**config.mk**
```make
export PLATFORM = sky130hd
export DESIGN_NAME = mips_network_interface
export DESIGN_NICKNAME = d
export VERILOG_FILES = /design/src/rtl/mips_ni_pkg.sv /design/src/rtl/ni_tx_fifo.sv /design/src/rtl/mips_network_interface.sv
export SDC_FILE = /design/constraint.sdc
export NUM_CORES = 1
export LEC_CHECK = 0
export ABC_CLOCK_PERIOD_IN_PS = 3400
export BUFFER_PORTS_ARGS = -buffer_cell sky130_fd_sc_hd__buf_2
export CAP_MARGIN = 20
export CORE_MARGIN = 4
export CORE_UTILIZATION = 38
export CTS_CLUSTER_DIAMETER = 40
export DETAILED_ROUTE_END_ITERATION = 8
export PLACE_DENSITY = 0.55
export SLEW_MARGIN = 0
export SYNTH_ARGS = -nofsm -noshare
export SYNTH_HDL_FRONTEND = slang
export SYNTH_SLANG_ARGS = --single-unit
```
**constraint.sdc**
```tcl
create_clock -name clk -period 3.4 [get_ports clk]
set_clock_uncertainty 0.1 [all_clocks]
set_input_delay 0.85 -clock clk [delete_from_list [all_inputs] [get_ports clk]]
set_output_delay 0.85 -clock clk [all_outputs]
set_load 0.02 [all_outputs]
```
**src/rtl/mips_ni_pkg.sv**
```systemverilog
// Shared definitions for the MIPS network interface: flit types, flit field
// offsets and the TX/RX state encodings.
package mips_ni_pkg;

   // Flit type field values (top two bits of every flit)
   localparam logic [1:0] FLIT_HEAD = 2'b01;
   localparam logic [1:0] FLIT_TAIL = 2'b10;

   // Head flit payload layout
   localparam int HEAD_DEST_LSB = 0;
   localparam int HEAD_SRC_LSB  = 2;
   localparam int NODE_W        = 2;

   // TX FSM encodings
   localparam logic [1:0] T_IDLE = 2'd0;
   localparam logic [1:0] T_HEAD = 2'd1;
   localparam logic [1:0] T_TAIL = 2'd2;

   // RX FSM encodings
   localparam logic [1:0] R_HEAD = 2'd0;
   localparam logic [1:0] R_TAIL = 2'd1;
   localparam logic [1:0] R_HOLD = 2'd2;

endpackage

```
**src/rtl/ni_tx_fifo.sv**
```systemverilog
// First-word-fall-through request FIFO for the NI transmit path. Writes are
// dropped when full and reads are ignored when empty. The occupancy count is
// exported so the TX FSM can tell whether another packet follows a pop.
module ni_tx_fifo #(
   parameter int WIDTH = 34,
   parameter int DEPTH = 4
) (
   input  logic                     clk,
   input  logic                     rst,
   input  logic                     push,
   input  logic [WIDTH-1:0]         wr_data,
   input  logic                     pop,
   output logic [WIDTH-1:0]         rd_data,
   output logic                     full,
   output logic                     empty,
   output logic [$clog2(DEPTH):0]   count
);

   localparam int AW = $clog2(DEPTH);
   localparam logic [AW:0] PTR_ONE = {{AW{1'b0}}, 1'b1};
   localparam logic [AW:0] PTR_FULL = (AW+1)'(DEPTH);

   logic [AW:0]      wr_ptr_q, wr_ptr_d;
   logic [AW:0]      rd_ptr_q, rd_ptr_d;
   logic [WIDTH-1:0] mem_q [DEPTH];
   logic [WIDTH-1:0] mem_d [DEPTH];
   logic             do_push;
   logic             do_pop;

   assign count   = wr_ptr_q - rd_ptr_q;
   assign full    = (count == PTR_FULL);
   assign empty   = (count == '0);
   assign do_push = push && !full;
   assign do_pop  = pop && !empty;
   assign rd_data = mem_q[rd_ptr_q[AW-1:0]];

   // Next pointer and storage values; the extra pointer bit separates full from empty
   always_comb begin
      wr_ptr_d = wr_ptr_q;
      rd_ptr_d = rd_ptr_q;
      for (int i = 0; i < DEPTH; i++) begin
         mem_d[i] = mem_q[i];
      end
      if (do_push) begin
         mem_d[wr_ptr_q[AW-1:0]] = wr_data;
         wr_ptr_d = wr_ptr_q + PTR_ONE;
      end
      if (do_pop) begin
         rd_ptr_d = rd_ptr_q + PTR_ONE;
      end
   end

   // Pointer and storage registers, flushed on reset
   always_ff @(posedge clk) begin
      if (rst) begin
         wr_ptr_q <= '0;
         rd_ptr_q <= '0;
         for (int i = 0; i < DEPTH; i++) begin
            mem_q[i] <= '0;
         end
      end else begin
         wr_ptr_q <= wr_ptr_d;
         rd_ptr_q <= rd_ptr_d;
         for (int i = 0; i < DEPTH; i++) begin
            mem_q[i] <= mem_d[i];
         end
      end
   end

endmodule

```
**src/rtl/mips_network_interface.sv**
```systemverilog
// Network interface between the MIPS core and its NoC router port.
// TX: queued single-word sends become head+tail packets. RX: head+tail packets
// are reassembled into one word handed to the core with a valid/ready handshake.
// Optional packet counters are enabled by defining NI_STATS_EN.
module mips_network_interface
   import mips_ni_pkg::*;
#(
   parameter logic [1:0] NODE_ID  = 2'd0,
   parameter int         DATA_W   = 32,
   parameter int         TX_DEPTH = 4
) (
   input  logic              clk,
   input  logic              rst,
   input  logic              proc_valid,
   input  logic [1:0]        dest_add,
   input  logic [DATA_W-1:0] NI_in,
   output logic              mips_ni,
   input  logic              proc_ready_in,
   output logic              data_valid,
   output logic [DATA_W-1:0] wd_NI,
   output logic [1:0]        rx_src,
   output logic [DATA_W+1:0] flit_out,
   output logic              flit_out_valid,
   input  logic              flit_out_ready,
   input  logic [DATA_W+1:0] flit_in,
   input  logic              flit_in_valid,
   output logic              flit_in_ready,
   output logic              rx_err
`ifdef NI_STATS_EN
   ,
   output logic [15:0]       tx_pkt_count,
   output logic [15:0]       rx_pkt_count
`endif
);

   // ---------------- TX path ----------------
   logic [DATA_W+1:0]         fifo_rd;
   logic                      fifo_full;
   logic                      fifo_empty;
   logic [$clog2(TX_DEPTH):0] fifo_count;
   logic                      tx_push;
   logic                      tx_pop;
   logic                      tx_more;
   logic [1:0]                tx_state_q, tx_state_d;
   logic [DATA_W-1:0]         head_payload;

   assign mips_ni = !fifo_full;
   assign tx_push = proc_valid && mips_ni;
   assign tx_pop  = (tx_state_q == T_TAIL) && flit_out_ready;
   assign tx_more = (fifo_count > 1) || tx_push;

   ni_tx_fifo #(
      .WIDTH (DATA_W + 2),
      .DEPTH (TX_DEPTH)
   ) u_tx_fifo (
      .clk     (clk),
      .rst     (rst),
      .push    (tx_push),
      .wr_data ({dest_add, NI_in}),
      .pop     (tx_pop),
      .rd_data (fifo_rd),
      .full    (fifo_full),
      .empty   (fifo_empty),
      .count   (fifo_count)
   );

   // Head payload carries the queued destination and this node's address
   always_comb begin
      head_payload = '0;
      head_payload[HEAD_DEST_LSB +: NODE_W] = fifo_rd[DATA_W+1:DATA_W];
      head_payload[HEAD_SRC_LSB +: NODE_W]  = NODE_ID;
   end

   // TX sequencing: head then tail per entry, chaining straight into the next entry
   always_comb begin
      tx_state_d     = tx_state_q;
      flit_out_valid = 1'b0;
      flit_out       = '0;
      case (tx_state_q)
         T_IDLE: begin
            if (!fifo_empty) tx_state_d = T_HEAD;
         end
         T_HEAD: begin
            flit_out_valid = 1'b1;
            flit_out       = {FLIT_HEAD, head_payload};
            if (flit_out_ready) tx_state_d = T_TAIL;
         end
         T_TAIL: begin
            flit_out_valid = 1'b1;
            flit_out       = {FLIT_TAIL, fifo_rd[DATA_W-1:0]};
            if (flit_out_ready) tx_state_d = tx_more ? T_HEAD : T_IDLE;
         end
         default: tx_state_d = T_IDLE;
      endcase
   end

   // TX state register
   always_ff @(posedge clk) begin
      if (rst) tx_state_q <= T_IDLE;
      else     tx_state_q <= tx_state_d;
   end

   // ---------------- RX path ----------------
   logic [1:0]        rx_state_q, rx_state_d;
   logic              drop_q, drop_d;
   logic [1:0]        src_q, src_d;
   logic [DATA_W-1:0] wd_q, wd_d;
   logic              err_q, err_d;
   logic              rx_accept;
   logic [1:0]        in_type;
   logic [DATA_W-1:0] in_payload;
   logic              dest_match;

   assign flit_in_ready = (rx_state_q != R_HOLD);
   assign rx_accept     = flit_in_valid && flit_in_ready;
   assign in_type       = flit_in[DATA_W+1:DATA_W];
   assign in_payload    = flit_in[DATA_W-1:0];
   assign dest_match    = (in_payload[HEAD_DEST_LSB +: NODE_W] == NODE_ID);
   assign data_valid    = (rx_state_q == R_HOLD);
   assign wd_NI         = wd_q;
   assign rx_src        = src_q;
   assign rx_err        = err_q;

   // RX reassembly: misaddressed packets are swallowed via the drop flag
   always_comb begin
      rx_state_d = rx_state_q;
      drop_d     = drop_q;
      src_d      = src_q;
      wd_d       = wd_q;
      err_d      = 1'b0;
      case (rx_state_q)
         R_HEAD: begin
            if (rx_accept) begin
               if (in_type == FLIT_HEAD) begin
                  rx_state_d = R_TAIL;
                  if (dest_match) begin
                     src_d  = in_payload[HEAD_SRC_LSB +: NODE_W];
                     drop_d = 1'b0;
                  end else begin
                     drop_d = 1'b1;
                     err_d  = 1'b1;
                  end
               end else begin
                  err_d = 1'b1;
               end
            end
         end
         R_TAIL: begin
            if (rx_accept) begin
               if (in_type == FLIT_TAIL) begin
                  if (drop_q) begin
                     drop_d     = 1'b0;
                     rx_state_d = R_HEAD;
                  end else begin
                     wd_d       = in_payload;
                     rx_state_d = R_HOLD;
                  end
               end else if (in_type == FLIT_HEAD) begin
                  err_d = 1'b1;
                  if (dest_match) begin
                     src_d  = in_payload[HEAD_SRC_LSB +: NODE_W];
                     drop_d = 1'b0;
                  end else begin
                     drop_d = 1'b1;
                  end
               end else begin
                  err_d = 1'b1;
               end
            end
         end
         R_HOLD: begin
            if (proc_ready_in) rx_state_d = R_HEAD;
         end
         default: rx_state_d = R_HEAD;
      endcase
   end

   // RX registers
   always_ff @(posedge clk) begin
      if (rst) begin
         rx_state_q <= R_HEAD;
         drop_q     <= 1'b0;
         src_q      <= '0;
         wd_q       <= '0;
         err_q      <= 1'b0;
      end else begin
         rx_state_q <= rx_state_d;
         drop_q     <= drop_d;
         src_q      <= src_d;
         wd_q       <= wd_d;
         err_q      <= err_d;
      end
   end

`ifdef NI_STATS_EN
   logic [15:0] tx_cnt_q, tx_cnt_d;
   logic [15:0] rx_cnt_q, rx_cnt_d;

   assign tx_pkt_count = tx_cnt_q;
   assign rx_pkt_count = rx_cnt_q;

   // Packet counters: tail handshakes out and words delivered, wrapping at 16 bits
   always_comb begin
      tx_cnt_d = tx_cnt_q + (tx_pop ? 16'd1 : 16'd0);
      rx_cnt_d = rx_cnt_q + ((data_valid && proc_ready_in) ? 16'd1 : 16'd0);
   end

   // Counter registers
   always_ff @(posedge clk) begin
      if (rst) begin
         tx_cnt_q <= '0;
         rx_cnt_q <= '0;
      end else begin
         tx_cnt_q <= tx_cnt_d;
         rx_cnt_q <= rx_cnt_d;
      end
   end
`endif

endmodule

```
# Yosys cells after proc, flatten, opt, wreduce, memory -nomap -nowiden

Memories as Yosys holds them, arrays and structs flattened. A register that Yosys moved wholly into a read port is not among the register bits.
Index checks and enable logic that the tools add are counted.

Flip-flop bits (word level): 46
Bits in writable memories: 136
Input port bits: 74
Output and inout bits: 73
Word-level logic and storage cells: 102
Memories kept: 1

Memory list:

| memory          | depth | width | read ports | clocked after Yosys merged registers in | write ports | RTL line         | RTL |
|---|---|---|---|---|---|---|---|
| u_tx_fifo.mem_q | 4     | 34    | 5          | 1                                       | 4           | ni_tx_fifo.sv:25 | `logic [WIDTH-1:0] mem_q [DEPTH];` |

$add $sub $neg: 3
Order comparisons: 3
Eq/ne operators: 17
Muxes and demuxes: 44
Bitwise logic cells: 6
Reduce and logical (&&, ||, !) cells: 20

Operator list:

| kind                                                                   | number |
|---|---|
| 34-bit 2-to-1 mux                                                      | 5 |
| 136-bit bitwise mux                                                    | 1 |
| 136-bit 2-to-1 mux                                                     | 1 |
| 34-bit demux with 2-bit select                                         | 1 |
| 34-bit one-hot mux with 2 select lines                                 | 1 |
| 2-bit 2-to-1 mux                                                       | 16 |
| 2-bit inequality test (second input constant)                          | 10 |
| 1-bit 2-to-1 mux                                                       | 14 |
| 2-bit one-hot mux with 3 select lines                                  | 2 |
| 4-bit AND reduction                                                    | 2 |
| 3-bit by 1-bit adder with 3-bit output (second input constant)         | 2 |
| 2-bit by 1-bit equality test with 1-bit output (second input constant) | 3 |
| 2-bit equality test (second input constant)                            | 3 |
| 1-bit logical AND                                                      | 6 |
| 2-bit zero test                                                        | 3 |
| 3-bit AND reduction                                                    | 2 |
| 5-bit AND reduction                                                    | 1 |
| 1-bit bitwise OR                                                       | 4 |
| 1-bit one-hot mux with 2 select lines                                  | 2 |
| 2-bit one-hot mux with 2 select lines                                  | 1 |
| 3-bit equality test (second input constant)                            | 1 |
| 3-bit >= comparator (second input constant)                            | 1 |
| 3-bit by 1-bit > comparator with 1-bit output (second input constant)  | 1 |
| 3-bit zero test                                                        | 1 |
| other kinds (8)                                                        | 9 |

# Longest topological paths before layout

Gate-level depths: netlist (run 1).

Word-level depth: 8
Mapped depth: 9
Depth with buffers taken out: 6

# Cells and area by module

Synthesis (run 1) repeated with hierarchy kept, for this count alone.

Cell total of the unflattened synthesis: 808
Area, all modules: 8628.3 um^2

By module, submodules not included:

| module                 | instances | cells an instance | area each (um^2) | sequential area each (um^2) |
|---|---|---|---|---|
| ni_tx_fifo             | 1         | 575               | 6817.8           | 2882.8 |
| mips_network_interface | 1         | 233               | 1810.5           | 800.8 |

# Least setup slack after synthesis (run 1)

OpenSTA, ideal clock, no wires.

Path kind: flip-flop to output port
Start point: register u_tx_fifo.wr_ptr_q[0]
End point: output mips_ni
Arrival time: 1663 ps
Data required time: 2450 ps
Setup slack: 787 ps
Cell stages (with the launch flop): 7
Path buffers: 1
Cell sequence: dfxtp_1 > inv_1 > ha_1 > fa_1 > and2_1 > clkbuf_1 > nand2_1

Word-level cells in the longest chain between the ends: 3

RTL lines:

| what                   | RTL line                     | RTL |
|---|---|---|
| start, declared        | ni_tx_fifo.sv:23             | `logic [AW:0] wr_ptr_q, wr_ptr_d;` |
| start signal, assigned | ni_tx_fifo.sv:62             | `wr_ptr_q <= wr_ptr_d;` |
| 3-bit subtractor       | ni_tx_fifo.sv:30             | `assign count = wr_ptr_q - rd_ptr_q;` |
| 3-bit equality test    | ni_tx_fifo.sv:31             | `assign full = (count == PTR_FULL);` |
| 1-bit zero test        | mips_network_interface.sv:47 | `assign mips_ni = !fifo_full;` |
| end, declared          | mips_network_interface.sv:17 | `output logic mips_ni,` |

Every way passes these cells.

# Final worst setup path (run 1)

Start point: register tx_state_q[0]
End point: output flit_out[12]

Word-level cells in the longest chain between the ends: 2
Elaborated cells on any way between the ends: 3
Classes of those cells: eq/ne: 2; mux: 1

RTL lines:

| what                                                                                  | RTL line                      | RTL |
|---|---|---|
| start, declared                                                                       | mips_network_interface.sv:44  | `logic [1:0] tx_state_q, tx_state_d;` |
| start signal, assigned                                                                | mips_network_interface.sv:100 | `else tx_state_q <= tx_state_d;` |
| 2-bit equality test or 2-bit by 1-bit equality test with 1-bit output (tied branches) | mips_network_interface.sv:79  | `case (tx_state_q)` |
| 34-bit one-hot mux with 2 select lines *                                              | mips_network_interface.sv:79  |  |
| end, declared                                                                         | mips_network_interface.sv:22  | `output logic [DATA_W+1:0] flit_out,` |

Mark *: on every way between the ends. The rest lies on a longest branch, timed or not.

==> qor.yml, run 1 <==
grt_max_degree: 79
cts_hold_buf: 0
power.density_mw_per_mm2: 487
vias_per_cell: 4.96
n_antenna_cell: 0
postRouteAntennaNets: 0
wl_um: 20500
clkTransAtPathRegs_ns: 0.07
via_count: 6079
start_util: 0.385
setup_violations: 0
rows: 55
power_w: 0.00498
synth_edf_count: 0
cts_max_level: 4
relSlewSlack: 0.588
dp_slack_ns: 0.654
netlist.area_leader.share: 0.422
antenna_found_initial: 0
post-cts-setup-buffers: 0
fin_crit_sh: 0.933
synth_nets: 897
regArea_mm2: 0.00369
period_minus_slack_ns: 3.17
tightest_slew_ns: 0.618
arrival_ns: 2.22
p_leak_nw: 4.52
drive_gt1_frac: 0.258
drtIter0Drc: 258
dieWidth_um: 160
final_common_cell: "dfxtp_1"
die_h_um: 160
irDropWorstVdd_mv: 0.265
grt-ovfl-total: 0
first_pass_iters: 5
die_area_mm2: 0.0254
core_mm2: 0.0226
synth-seq-cells: 184
report.final.slew_viol_count: 0
syn-cell-area_mm2: 0.00872
clockBufferDepth: 2
synthTopCellsByArea: "dfxtp_1 42%, mux2i_1 16%, nand2b_1 13%, mux4_2 8.8%, and2_1 2.4%"
hold_viol: 0
finalWorstSetupSlack_ns: 0.226
ios: 147
gp_congestion: 0.761
syn_area_per_cell_um2: 10.8
worstPathRequired_ns: 2.45
cp_max_fo: 22
crit_type: "flop to primary output"
multi_input_area_mm2: 0.00464
cts-root-buf: "clkbuf_16"
drc: 0
netlist_instances: 811
async_reset_ff_frac: 0
fmax_mhz: 315
layout_common_cells: "182 x dfxtp_1, 180 x nand2b_1, 145 x buf_2"
grt_util_all_layers: 0.163
synth_top_cell_by_area: "dfxtp_1"
grt_pass1_vias: 6350
stdcell_count: 1226
portBuffers: 146
ctsResizeCount: 0
synth_ff_type: "dfxtp_1"
cts_tree: "built"
grt_pass1_wl_um: 34000
status: "finished, final reports clean"
ys_warn_count: 0
cts_buffers: 17
hp-class: "flop to flop"
cts_sinks: 184
rsz0062_at_grt: "false"
critPathLaunchType: "flop"
hpwl_um: 13500
synth_seq_area_share: 0.422
area_delta_synth_final_pct: 17.3
wl_per_cell_um: 16.7
finalNetCount: 1015
final.fill_count: 2138
final.setup.tns_ns: 0
dp_cells: 1195
drv_cap: 0
critPathCaptureType: "primary output"
clkLatencyLatePin_ns: 0.43
final_util: 0.452
ys_types: 45
registers in the layout, indices dropped and copies added (netlist names), named ones only:
signal	cells
u_tx_fifo.wr_ptr_q	3
rx_err	1
tx_state_q	2
drop_q	1
wd_NI	32
u_tx_fifo.mem_q	136
u_tx_fifo.rd_ptr_q	3
rx_src	2
rx_state_q	2
final timing paths:
kind / end / slack, ns / from / depth (start not counted)
worst min register to register: rx_src[1] / 0.37 / rx_src[1] / 2
worst min-delay path: rx_src[1] / 0.37 / rx_src[1] / 2
worst max-delay path: flit_out[12] / 0.23 / tx_state_q[0] / 6
worst max register to register: u_tx_fifo.mem_q[3][18] / 0.74 / u_tx_fifo.wr_ptr_q[0] / 7
cells by family after synthesis:
logic type / after synthesis / share of synthesized area
adder cells (fa/ha/maj): 12 / 0.0181
multiplexers: 179 / 0.255
flip-flops: 184 / 0.422
XOR/XNOR: 2 / 0.00545
AO/OA/AOI/OAI: 88 / 0.0582
AND/OR/NAND/NOR: 274 / 0.190
buffers and inverters: 72 / 0.0512
layer usage:
metal  up-vias  part of all wire  GRT usage
met5         -                 0          0
met4         0            0.0084     0.0343
met3        14             0.069     0.0608
met2       125              0.46      0.257
met1      2898              0.47      0.215
li1       3042                 -          -
area by class of cell:
cell class                      instances  area share
Multi-Input combinational cell        555       0.453
Sequential cell                       184       0.360
Timing Repair Buffer                  164      0.0910
Clock buffer                           20      0.0437
Tap cell                              285      0.0349
Clock inverter                         11      0.0146
Inverter                                7     0.00257
where the power goes:
part	leakage [nW]	internal, W	total, W	switching (W)
clock network	0.282	0.00118	0.00203	0.000858
registers	1.49	0.00225	0.00230	0.0000549
logic	2.74	0.000294	0.000651	0.000358
total	4.52	0.00371	0.00498	0.00127
synthesized netlist by cell type, types with 3 or more instances:
cell and number:
a21oi_1 38, and2_1 34, buf_12 6, buf_2 9, buf_6 5, clkbuf_1 41, dfxtp_1 184, ha_1 11
inv_1 7, mux2_2 3, mux2i_1 140, mux4_2 34, nand2_1 3, nand2b_1 180, nand3_1 34, nor2_1 7
nor2b_1 5, o21ai_0 32
metrics by stage:
stage / hold WS [ns] / area (µm²)
after floorplan: 0.345 / 8720
after global placement: 0.358 / 9640
after detailed placement: 0.357 / 9640
after CTS: 0.367 / 10200
after global routing: 0.391 / 10200
final: 0.365 / 10200
worst max-delay path, stage by stage (launching register included):
cell and delay [ns]:
dfxtp_1 0.41, inv_1 0.09, ha_1 0.34, and2_1 0.44, buf_12 0.23, and2_1 0.14
buf_2 0.16
Note: power is estimated with default switching activity, not from simulation.
==> run 2, diff against run 1 <==
--- a/config.mk
+++ b/config.mk
@@ -9,10 +9,10 @@
 export BUFFER_PORTS_ARGS = -buffer_cell sky130_fd_sc_hd__buf_2
 export CAP_MARGIN = 20
 export CORE_MARGIN = 4
-export CORE_UTILIZATION = 38
+export CORE_UTILIZATION = 50
 export CTS_CLUSTER_DIAMETER = 40
 export DETAILED_ROUTE_END_ITERATION = 8
-export PLACE_DENSITY = 0.55
+export PLACE_DENSITY = 0.69
 export SLEW_MARGIN = 0
 export SYNTH_ARGS = -nofsm -noshare
 export SYNTH_HDL_FRONTEND = slang
==> run 2 against run 1 <==
Effect of this change:
- total power down 3.4%
- flip-flop and latch count unchanged
- sequential share of layout area is 0.44 points higher
- clock power shrank 7%
- count of clock-buffer cells in the layout grew 2
- highest routed layer unchanged
- routed wire length shrank 8.3%
- maximum frequency rose by 0.42%
- non-clock buffer count is 2 lower
==> qor.yml, run 2 (synthesis gave the netlist of run 1 again) <==
status: "finished, final reports clean"
die_h_um: 140  # -12%
clkLatencyLatePin_ns: 0.43  # about the same
drive_gt1_frac: 0.256  # -0.00185
critPathLaunchType: "flop"
dp_cells: 1133  # -5.2%
top_register: "u_tx_fifo.mem_q"
whs_ns: 0.369  # +0.00396 ns
critical-path-top-delay-family: "adder cells"
post-cts-setup-buffers: 0  # unchanged
largest_register_ffs: 136  # unchanged
r2r_start: "u_tx_fifo.wr_ptr_q[0]"
place_area_mm2: 0.00955  # -0.93%
path_buf_inv: 2  # -1
relSlewSlack: 0.597  # +0.00883
cts_buffers: 17  # unchanged
cts-root-buf: "clkbuf_16"
stdcell_count: 1166  # -4.9%
worstPathRequired_ns: 2.45  # about the same
grt_pass1_wl_um: 31300  # -7.8%
drtIter0Drc: 288  # +12%
fmax_mhz: 316  # +0.42%
drv_cap: 0  # unchanged
irDropWorstVdd_mv: 0.391  # +48%
setup_violations: 0  # unchanged
area_delta_synth_final_pct: 15.9
ios: 147  # unchanged
layout_common_cells: "182 x dfxtp_1, 180 x nand2b_1, 145 x buf_2"
via_count: 6141  # +1.0%
report.final.slew_viol_count: 0  # unchanged
rows: 48  # -13%
cts_hold_buf: 0  # unchanged
portBuffers: 146  # unchanged
hpwl_um: 12100  # -10%
period_minus_slack_ns: 3.16  # -0.0131 ns
crit_chain: "inv_1 > ha_1 > fa_1 > and2_1 > nand2_1 > buf_2"
die_area_mm2: 0.0196  # -23%
clockBufferDepth: 2  # unchanged
ctsResizeCount: 0  # unchanged
clkTransAtPathRegs_ns: 0.07  # about the same
start_util: 0.508  # +0.123
final.setup.tns_ns: 0  # unchanged
cts_tree: "built"
drc: 0  # unchanged
finalNetCount: 1013  # -0.20%
design_area_mm2: 0.0101  # -1.2%
r2r_setup_slack_ns: 0.68  # -0.06 ns
min_from: "u_tx_fifo.mem_q[1][12]"
cp_max_fo: 6  # -73%
final.fill_count: 1507  # -30%
grt_pass1_vias: 6246  # -1.6%
grt_util_all_layers: 0.194  # +0.0307
crit_slowest_cell: "fa_1"
cts_max_level: 4  # unchanged
gp_congestion: 0.803  # +5.6%
max_stage_delay_ns: 0.54  # +0.10 ns
hold_viol: 0  # unchanged
crit_type: "flop to primary output"
vias_per_cell: 5.27  # +6.2%
critPathCaptureType: "primary output"
core_mm2: 0.0172  # -24%
arrival_ns: 2.21  # about the same
worstReg2RegEnd: "u_tx_fifo.mem_q[3][13]"
grt-ovfl-total: 0  # unchanged
dieWidth_um: 140  # -12%
final_common_cell: "dfxtp_1"
wl_per_cell_um: 16.1  # -3.6%
cts_sinks: 184  # unchanged
p_leak_nw: 4.50  # -0.35%
grt_max_degree: 103  # +30%
postRouteAntennaNets: 0  # unchanged
first_pass_iters: 4  # -1
min_to: "u_tx_fifo.mem_q[1][12]"
power.density_mw_per_mm2: 477  # -2.2%
reg2reg_depth: 7  # unchanged
wl_um: 18800  # -8.3%
fin_crit_sh: 0.930  # -0.00386
tightest_slew_ns: 0.605  # -0.0132 ns
hold_depth: 2  # unchanged
rsz0062_at_grt: "false"
hp-class: "flop to flop"
antenna_found_initial: 1  # +1
## run 2: changes by cell type in the layout (fill, tap and decap cells not counted)
cell,before,now
clkinvlp_4,3,1
clkinv_2,2,3
diode_2,0,1
clkinv_4,2,4
clkbuf_8,1,2
bufinv_16,3,1
buf_4,14,12
clkbuf_1,2,3
## run 2: metal layers
metal	global-route usage	share of wire	vias to the layer above
met3	0.0471	0.048	25
met5	0	0	-
li1	-	-	3041
met1	0.263	0.47	2947
met4	0.0581	0.020	0
met2	0.308	0.46	128
## run 2: worst reg2reg max path: cells and delay by family, from the launching register on
| kind | cells | cell delay [ns] |
|---|---|---|
| flip-flops | 1 | 0.37 |
| AO/OA/AOI/OAI | 1 | 0.56 |
| buffers and inverters | 2 | 0.42 |
| AND/OR/NAND/NOR | 1 | 0.24 |
| adder cells (fa/ha/maj) | 2 | 0.74 |
| multiplexers | 1 | 0.23 |
## run 2: power breakdown
part           total [W]  switching [W]  internal (W)
clock network    0.00188       0.000828       0.00105
logic           0.000637       0.000345      0.000291
registers        0.00230      0.0000549       0.00225
## run 2: worst max-delay path by stage
stage                                startpoint  slack [ns]  cells past startpoint                    end
after floorplan           u_tx_fifo.wr_ptr_q[0]        0.79                      6                mips_ni
after global placement    u_tx_fifo.wr_ptr_q[0]        0.69                      6                mips_ni
after detailed placement  u_tx_fifo.wr_ptr_q[0]        0.64                      7  u_tx_fifo.mem_q[3][3]
after CTS                 u_tx_fifo.wr_ptr_q[0]        0.21                      6                mips_ni
after global routing      u_tx_fifo.wr_ptr_q[0]        0.10                      6                mips_ni
final                     u_tx_fifo.wr_ptr_q[0]        0.24                      6                mips_ni
## run 2: cell type report
| type | instances | area [µm²] | area share |
|---|---|---|---|
| sequential | 184 | 3690 | 0.365 |
| clock inverter | 10 | 96.3 | 0.00953 |
| inverter | 7 | 26.3 | 0.00260 |
| antenna | 1 | 2.50 | 0.000248 |
| clock buffer | 22 | 464 | 0.0459 |
| tap | 225 | 282 | 0.0279 |
| timing repair buffer | 162 | 916 | 0.0906 |
| multi-input combinational | 555 | 4640 | 0.459 |
## run 2: through the flow
step / worst slack (ns) / total power [W] / utilization
final: 0.240 / 0.00482 / 0.589
after global routing: 0.101 / 0.00502 / 0.589
after CTS: 0.209 / 0.00486 / 0.588
after detailed placement: 0.643 / 0.00299 / 0.556
after global placement: 0.688 / 0.00298 / 0.556
after floorplan: 0.787 / 0.00282 / -
